## config.mk

```make
export PLATFORM = sky130hd
export DESIGN_NAME = shift_sequencer
export DESIGN_NICKNAME = d
export VERILOG_FILES = /design/src/rtl/shift_sequencer.sv
export SDC_FILE = /design/constraint.sdc
export NUM_CORES = 1
export LEC_CHECK = 0
export CAP_MARGIN = 20
export CORE_ASPECT_RATIO = 2
export CORE_MARGIN = 3
export CORE_UTILIZATION = 52
export CTS_CLUSTER_SIZE = 8
export DETAILED_ROUTE_END_ITERATION = 10
export GPL_TIMING_DRIVEN = 0
export PLACE_DENSITY = 0.83
export RECOVER_POWER = 25
export SLEW_MARGIN = 20
export SYNTH_ARGS = -nofsm -noshare
export SYNTH_HDL_FRONTEND = slang
export SYNTH_SLANG_ARGS = --single-unit
```

## constraint.sdc

```tcl
create_clock -name clk_i -period 2.99 [get_ports clk_i]
set_input_delay 0.7475 -clock clk_i [delete_from_list [all_inputs] [get_ports clk_i]]
set_output_delay 0.7475 -clock clk_i [all_outputs]
set_load 0.05 [all_outputs]
```

## src/rtl/shift_sequencer.sv

```systemverilog
// ---------------------------------------------------------------------------
// shift_sequencer
//
// Multi-cycle SLL/SRL/SRA unit for the ALU path. A single small shifter
// (one STEP-bit stage plus one 1-bit stage) is applied iteratively, so no
// full barrel shifter is needed. Decode issues a request, EX stalls on
// busy_o until the one-cycle done_o pulse.
//
// Ports:
//   clk_i      rising-edge clock
//   rst_ni     asynchronous active-low reset
//   start_i    request, sampled only while idle
//   op_i       00=SLL, 01=SRL, 10=SRA, 11=pass-through
//   operand_i  value to shift, captured on accept
//   shamt_i    shift amount 0..31, captured on accept
//   flush_i    synchronous abort (wins over start and over completion)
//   busy_o     high while an operation is in flight
//   done_o     one-cycle completion pulse
//   result_o   shifted value, held until the next completion
// ---------------------------------------------------------------------------
module shift_sequencer #(
    parameter int unsigned STEP  = 4,   // 2, 4, 8 or 16
    parameter int unsigned WIDTH = 32   // fixed datapath width
) (
    input  logic             clk_i,
    input  logic             rst_ni,
    input  logic             start_i,
    input  logic [1:0]       op_i,
    input  logic [WIDTH-1:0] operand_i,
    input  logic [4:0]       shamt_i,
    input  logic             flush_i,
    output logic             busy_o,
    output logic             done_o,
    output logic [WIDTH-1:0] result_o
);

    typedef enum logic {
        S_IDLE  = 1'b0,
        S_SHIFT = 1'b1
    } state_t;

    localparam logic [1:0] OP_SLL  = 2'b00;
    localparam logic [1:0] OP_SRL  = 2'b01;
    localparam logic [1:0] OP_SRA  = 2'b10;
    localparam logic [1:0] OP_PASS = 2'b11;

    localparam logic [4:0] STEP_AMT = 5'(STEP);

    state_t           state_q, state_d;
    logic [WIDTH-1:0] acc_q, acc_d;
    logic [4:0]       cnt_q, cnt_d;
    logic [1:0]       op_q, op_d;
    logic [WIDTH-1:0] result_q, result_d;
    logic             done_q, done_d;
    logic [4:0]       step_amt;

    // -----------------------------------------------------------------------
    // State register
    // -----------------------------------------------------------------------
    always_ff @(posedge clk_i or negedge rst_ni) begin
        if (!rst_ni) begin
            state_q  <= S_IDLE;
            acc_q    <= '0;
            cnt_q    <= '0;
            op_q     <= OP_SLL;
            result_q <= '0;
            done_q   <= 1'b0;
        end else begin
            state_q  <= state_d;
            acc_q    <= acc_d;
            cnt_q    <= cnt_d;
            op_q     <= op_d;
            result_q <= result_d;
            done_q   <= done_d;
        end
    end

    // -----------------------------------------------------------------------
    // Next-state logic
    // -----------------------------------------------------------------------
    always_comb begin
        state_d  = state_q;
        acc_d    = acc_q;
        cnt_d    = cnt_q;
        op_d     = op_q;
        result_d = result_q;
        done_d   = 1'b0;     // done is a single-cycle pulse
        step_amt = 5'd1;

        if (flush_i) begin
            // Abort: drop any accept or completion; result keeps last value.
            state_d = S_IDLE;
        end else begin
            case (state_q)
                S_IDLE: begin
                    if (start_i) begin
                        acc_d   = operand_i;
                        // Pass-through completes as a zero-length shift.
                        cnt_d   = (op_i == OP_PASS) ? 5'd0 : shamt_i;
                        op_d    = op_i;
                        state_d = S_SHIFT;
                    end
                end
                S_SHIFT: begin
                    if (cnt_q == 5'd0) begin
                        result_d = acc_q;
                        done_d   = 1'b1;
                        state_d  = S_IDLE;
                    end else begin
                        // Coarse stage while enough distance remains, then
                        // finish with single-bit steps.
                        step_amt = (cnt_q >= STEP_AMT) ? STEP_AMT : 5'd1;
                        cnt_d    = cnt_q - step_amt;
                        case (op_q)
                            OP_SLL:  acc_d = acc_q << step_amt;
                            OP_SRL:  acc_d = acc_q >> step_amt;
                            // Arithmetic shift re-fills with bit 31, so the
                            // sign propagates across every iteration.
                            OP_SRA:  acc_d = $signed(acc_q) >>> step_amt;
                            default: acc_d = acc_q;
                        endcase
                    end
                end
                default: state_d = S_IDLE;
            endcase
        end
    end

    assign busy_o   = (state_q == S_SHIFT);
    assign done_o   = done_q;
    assign result_o = result_q;

endmodule
```

==> impl_metrics.json, run 1 <==
{
  "fin_cells": 632,
  "pin_count": 77,
  "hold_buffers": 0,
  "hpwl_um": 8880,
  "drive_above_1_share_pct": 8.15,
  "crit_arrival_ps": 2610,
  "via_per_inst": 5.88,
  "cts-htree-levels": 3,
  "end_kind": "register",
  "synth.avg_cell_area_um2": 8.86,
  "finalMaxSlewViolations": 30,
  "synth_warnings": 0,
  "cts_setup_buffers": 0,
  "met1_usage_pct": 29.7,
  "ant_nets": 0,
  "post_drt_wl_per_cell_um": 18.5,
  "layout_common_cells": "nand2_1 (98), clkdlybuf4s50_1 (75), dfrtp_1 (73), a21oi_1 (65), o21ai_1 (33)",
  "drc": 0,
  "routed_wl_um": 11700,
  "cts.sinks": 73,
  "root_buffer": "clkbuf_16",
  "fin_crit_sh_pct": 80.4,
  "fmax_mhz": 416,
  "postSynthCellCount": 447,
  "tritoncts": "built",
  "drtIter0Drc": 297,
  "row_count": 44,
  "clk_latency_ps": 340,
  "grt_busiest_layer": "met2",
  "synth.ff_latch_count": 73,
  "violations": "capacitance limit, slew limit",
  "hold_violations": 0,
  "relSlewSlack_pct": -12.8,
  "die_area_um2": 8760,
  "min_period_ps": 2400,
  "post-place-cells": 616,
  "status": "finished with violations",
  "yosys.cell_types.count": 37,
  "syn_nets": 496,
  "grt_pass1_wl_um": 18700,
  "post_cts_resized": 0,
  "portBuffers": 76,
  "fin_util_pct": 71.0,
  "path_max_fanout": 10,
  "multiInputGateArea_um2": 1890,
  "whs_ps": 484,
  "n_fill_cell": 565,
  "design.core.area_um2": 7320,
  "finalSetupViolCount": 0,
  "required_ps": 3190,
  "power_density_nw_per_um2": 906,
  "area_growth_pct": 31.2,
  "ys_async_sr_fraction_pct": 100,
  "crit_path_start_kind": "register",
  "die_h_um": 129,
  "start_util_pct": 54.1,
  "finalNetCount": 584,
  "skew_ps": 5.60,
  "clk_pin_slew_worst_paths_ps": 60,
  "regArea_um2": 1830,
  "antenna_found_initial": 0,
  "synthTopCellsByArea": "dfrtp_1 (46%), nand2_1 (9.3%), mux2_1 (8.2%), a21oi_1 (8.2%), o21ai_1 (4.2%)",
  "vdd_ir_drop_max_mv": 0.638,
  "grt_max_degree": 45,
  "synth_edf_count": 0,
  "rsz0062_at_grt": "false",
  "hp-class": "reg -> reg",
  "cts.path.max_buffers": 2,
  "vias": 3713,
  "drt_pass1_iterations": 5,
  "diodes": 0,
  "tightest_slew_ps": 1690,
  "grtUsageTotal_pct": 28.7,
  "grt_overflow_total": 0,
  "power.total_w": 0.00471,
  "synth_top_area_cell": "dfrtp_1",
  "seq_area_frac_synth_pct": 46.1,
  "drv_cap": 1,
  "use_met2_pct": 51.9,
  "grt_pass1_vias": 3942,
  "synth.top_cell.area_share_pct": 46.1,
  "p_leak_nw": 2.27,
  "final_common_cell": "nand2_1",
  "syn-cell-area_um2": 3960,
  "die_x_um": 67.7,
  "path_class": "reg -> reg",
  "numCtsBuffers": 9,
  "grt_util_met3_pct": 5.72,
  "synth-main-ff-cell": "dfrtp_1",
  "globalplace.congestion": 0.948
}
[layer usage]
metal	wire (um)	vias to the layer above
met5	0	-
met2	6470	157
met3	574	40
met1	4220	1772
li1	-	1744
met4	412	0
[worst max-delay path, stage by stage (launching register included)]
cell and delay, ps:
dfrtp_1 350, inv_1 70, ha_1 270, o21ai_1 690, clkbuf_1 450, a21oi_1 90, nor3_1 200, o21ai_1 140
[flip-flops by register name (all words and copies together) (netlist names), named ones only]
register	flops
busy_o	1
op_q	2
result_o	32
done_o	1
cnt_q	5
acc_q	29
[cells in the mapped netlist, drive strengths merged (2+ instances only)]
| library cell | number |
|---|---|
| a211oi | 4 |
| a21oi | 65 |
| a311oi | 2 |
| a31oi | 4 |
| buf | 16 |
| clkbuf | 15 |
| dfrtp | 73 |
| ha | 6 |
| inv | 8 |
| mux2 | 33 |
| nand2 | 99 |
| nand3 | 3 |
| nor2 | 14 |
| nor2b | 3 |
| nor3 | 26 |
| nor3b | 2 |
| o21ai | 65 |
[worst paths after layout]
kind | start | to | slack [ps] | cells after the start
worst max-delay path | op_q[0] | acc_q[20] | 590 | 7
worst min-delay path | result_o[10] | result_o[10] | 480 | 1
worst max register to register | op_q[0] | acc_q[20] | 590 | 7
worst min register to register | result_o[10] | result_o[10] | 480 | 1
max in group asynchronous | rst_ni | result_o[2] | 1160 | 1
min in group asynchronous | rst_ni | result_o[23] | 840 | 1
[per-stage QoR]
stage / TNS [ps] / area [um2] / worst slack [ps]
finish: 0 / 5200 / 586
floorplan: 0 / 3960 / 856
detailed placement: 0 / 4850 / 388
global route: 0 / 5200 / 402
global placement: -87970 / 4840 / -1210
CTS: 0 / 5200 / 589
[power breakdown]
part           total (W)  internal (W)  leakage (nW)  switching, W
registers        0.00154       0.00127         0.940      0.000264
logic            0.00192      0.000675          1.16       0.00125
clock network    0.00125      0.000836         0.166      0.000409
total            0.00471       0.00279          2.27       0.00192
[final cells by class]
type | count | area share [%]
clock buffers | 11 | 4.67
inverters | 8 | 0.674
multi-input cells | 335 | 36.4
flip-flops and latches | 73 | 35.2
plain buffers | 31 | 4.00
clock inverters | 5 | 1.97
well taps | 92 | 2.22
repair buffers | 77 | 14.9
[logic make-up (layout without fill, tap and decap cells)]
family | Yosys count | count (layout) | share of synthesized area, %
AND/OR/NAND/NOR | 151 | 151 | 16.9
flip-flops | 73 | 73 | 46.1
buffers and inverters | 39 | 132 | 6.13
AO/OA/AOI/OAI | 145 | 145 | 19.6
adder cells (fa/ha/maj) | 6 | 6 | 1.90
multiplexers | 33 | 33 | 9.38
Power figures use the tool's default switching activity.
==> run 2, diff against run 1 <==
==> constraint.sdc (replaced) <==
create_clock -name clk_i -period 2.43 [get_ports clk_i]
set_input_delay 0.6075 -clock clk_i [delete_from_list [all_inputs] [get_ports clk_i]]
set_output_delay 0.6075 -clock clk_i [all_outputs]
set_load 0.05 [all_outputs]
==> run 2 against run 1 <==
Net effect: the flow still finishes with violations (capacitance limit, slew limit); final area about the same; routed wire length down 0.28%; critical path type unchanged; sequential share of layout area about the same; first-iteration DRC count down 2.4%; highest routed layer unchanged; critical path depth up 3; hold slack about the same; core utilization about the same.
==> impl_metrics.json, run 2 (same netlist as run 1, synthesis figures left out) <==
{
  "status": "finished with violations",
  "violations": "capacitance limit, slew limit",
  "min-delay-start": "result_o[10]",
  "required_ps": 2670,
  "grt_overflow_total": 0,
  "reg2reg_slack_ps": 150,
  "placed_cell_area_um2": 4850,
  "grt_pass1_wl_um": 18700,
  "fin_crit_sh_pct": 93.7,
  "r2r_start": "cnt_q[3]",
  "power_density_nw_per_um2": 1110,
  "crit_arrival_ps": 2520,
  "finalNetCount": 584,
  "numCtsBuffers": 9,
  "tightest_slew_ps": 1580,
  "min_period_ps": 2280,
  "clk_pin_slew_worst_paths_ps": 60,
  "diodes": 0,
  "path_cells": "or3_1 -> buf_6 -> inv_6 -> buf_6 -> ha_1 -> ha_1 -> nor2b_1 -> nor3_2 -> o21ai_1 -> a221oi_2",
  "die_x_um": 67.7,
  "cts.sinks": 73,
  "die_h_um": 129,
  "path_class": "reg -> reg",
  "cts.path.max_buffers": 2,
  "cpPeakStageDelay_ps": 410,
  "end_kind": "register",
  "relSlewSlack_pct": -5.41,
  "fin_area_um2": 5190,
  "hold_depth": 1,
  "hold_buffers": 0,
  "r2r_cells": 10,
  "met2_length_um": 6420,
  "hold_violations": 0,
  "pin_count": 77,
  "portBuffers": 76,
  "cts-htree-levels": 3,
  "vdd_ir_drop_max_mv": 0.807,
  "cp.buffers_inverters": 3,
  "skew_ps": 6.82,
  "fmax_mhz": 439,
  "tritoncts": "built",
  "grt_max_degree": 45,
  "drtIter0Drc": 290,
  "wl_met1_um": 4170,
  "final_common_cell": "nand2_1",
  "rsz0062_at_grt": "true",
  "cpMaxStageDelayCell": "dfrtp_1",
  "cpLargestDelayFamily": "simple AND/OR/NAND/NOR gates",
  "globalplace.congestion": 0.948,
  "dr_wl_met3_um": 531,
  "largest_reg_flops": 32,
  "post_drt_wl_per_cell_um": 18.4,
  "post-place-cells": 616,
  "crit_path_start_kind": "register",
  "worstHoldEndpoint": "result_o[10]",
  "regToRegEndpoint": "cnt_q[4]",
  "cts_setup_buffers": 0,
  "drive_above_1_share_pct": 8.70,
  "grtUsageTotal_pct": 28.7,
  "routed_wl_um": 11600,
  "finalMaxSlewViolations": 31,
  "post_cts_resized": 0,
  "p_leak_nw": 2.27,
  "finalSetupViolCount": 0,
  "design.core.area_um2": 7320,
  "start_util_pct": 54.1,
  "root_buffer": "clkbuf_16",
  "power.total_w": 0.00579,
  "setup_ws_ps": 153,
  "hp-class": "reg -> reg",
  "fin_util_pct": 70.9,
  "via_per_inst": 5.86,
  "layout_common_cells": "nand2_1 (98), clkdlybuf4s50_1 (75), dfrtp_1 (73), a21oi_1 (65)",
  "antenna_found_initial": 0,
  "place_ws_ps": -31.8,
  "row_count": 44,
  "drt_pass1_iterations": 5,
  "n_fill_cell": 567,
  "die_area_um2": 8760,
  "drc": 0,
  "grt_pass1_vias": 3942,
  "ant_nets": 0,
  "drv_cap": 1,
  "hpwl_um": 8880,
  "fin_cells": 632,
  "clk_latency_ps": 330,
  "path_max_fanout": 10,
  "vias": 3706,
  "highest_layer": "met4",
  "area_growth_pct": 31.1
}
-- run 2: changes by cell type in the layout (fill, tap and decap cells not counted), sizes merged --
cell	before	now
clkbuf	27	28
buf	17	16
-- run 2: per-stage QoR --
| stage | hold slack (ps) | setup TNS (ps) |
|---|---|---|
| after global placement | 467 | -118630 |
| final | 485 | 0 |
| after detailed placement | 478 | -172 |
| after CTS | 208 | 0 |
| after global routing | 500 | -8.24 |
| after floorplan | 312 | 0 |
-- run 2: worst max path at each step --
stage                   from  slack (ps)        end  cells after the start
finish              cnt_q[3]         150   cnt_q[4]                     10
detailed placement   flush_i         -30  acc_q[15]                      7
global route          rst_ni          -4   acc_q[8]                      2
global placement      rst_ni       -1630   acc_q[2]                      1
CTS                  op_q[0]          30  acc_q[20]                      7
floorplan           cnt_q[3]         300   cnt_q[4]                      9
-- run 2: layer usage --
| metal | vias to the layer above | global-route usage (%) |
|---|---|---|
| li1 | 1740 | - |
| met1 | 1752 | 29.7 |
| met2 | 161 | 51.9 |
| met3 | 53 | 5.72 |
| met4 | 0 | 15.4 |
| met5 | - | 0 |
-- run 2: power breakdown --
group	internal (W)	total, W	leakage (nW)	switching, W
clock network	0.00103	0.00152	0.166	0.000493
registers	0.00157	0.00189	0.940	0.000326
logic	0.000833	0.00237	1.16	0.00154
total	0.00343	0.00579	2.27	0.00236
-- run 2: cell type report --
type                       instances  area, um2  area share [%]
buffer                            31        209            4.02
clock buffer                      11        243            4.67
clock inverter                     5        103            1.98
inverter                           8       35.0           0.675
multi-input combinational        335       1900            36.6
sequential                        73       1830            35.2
tap                               92        115            2.22
timing repair buffer              77        762            14.7
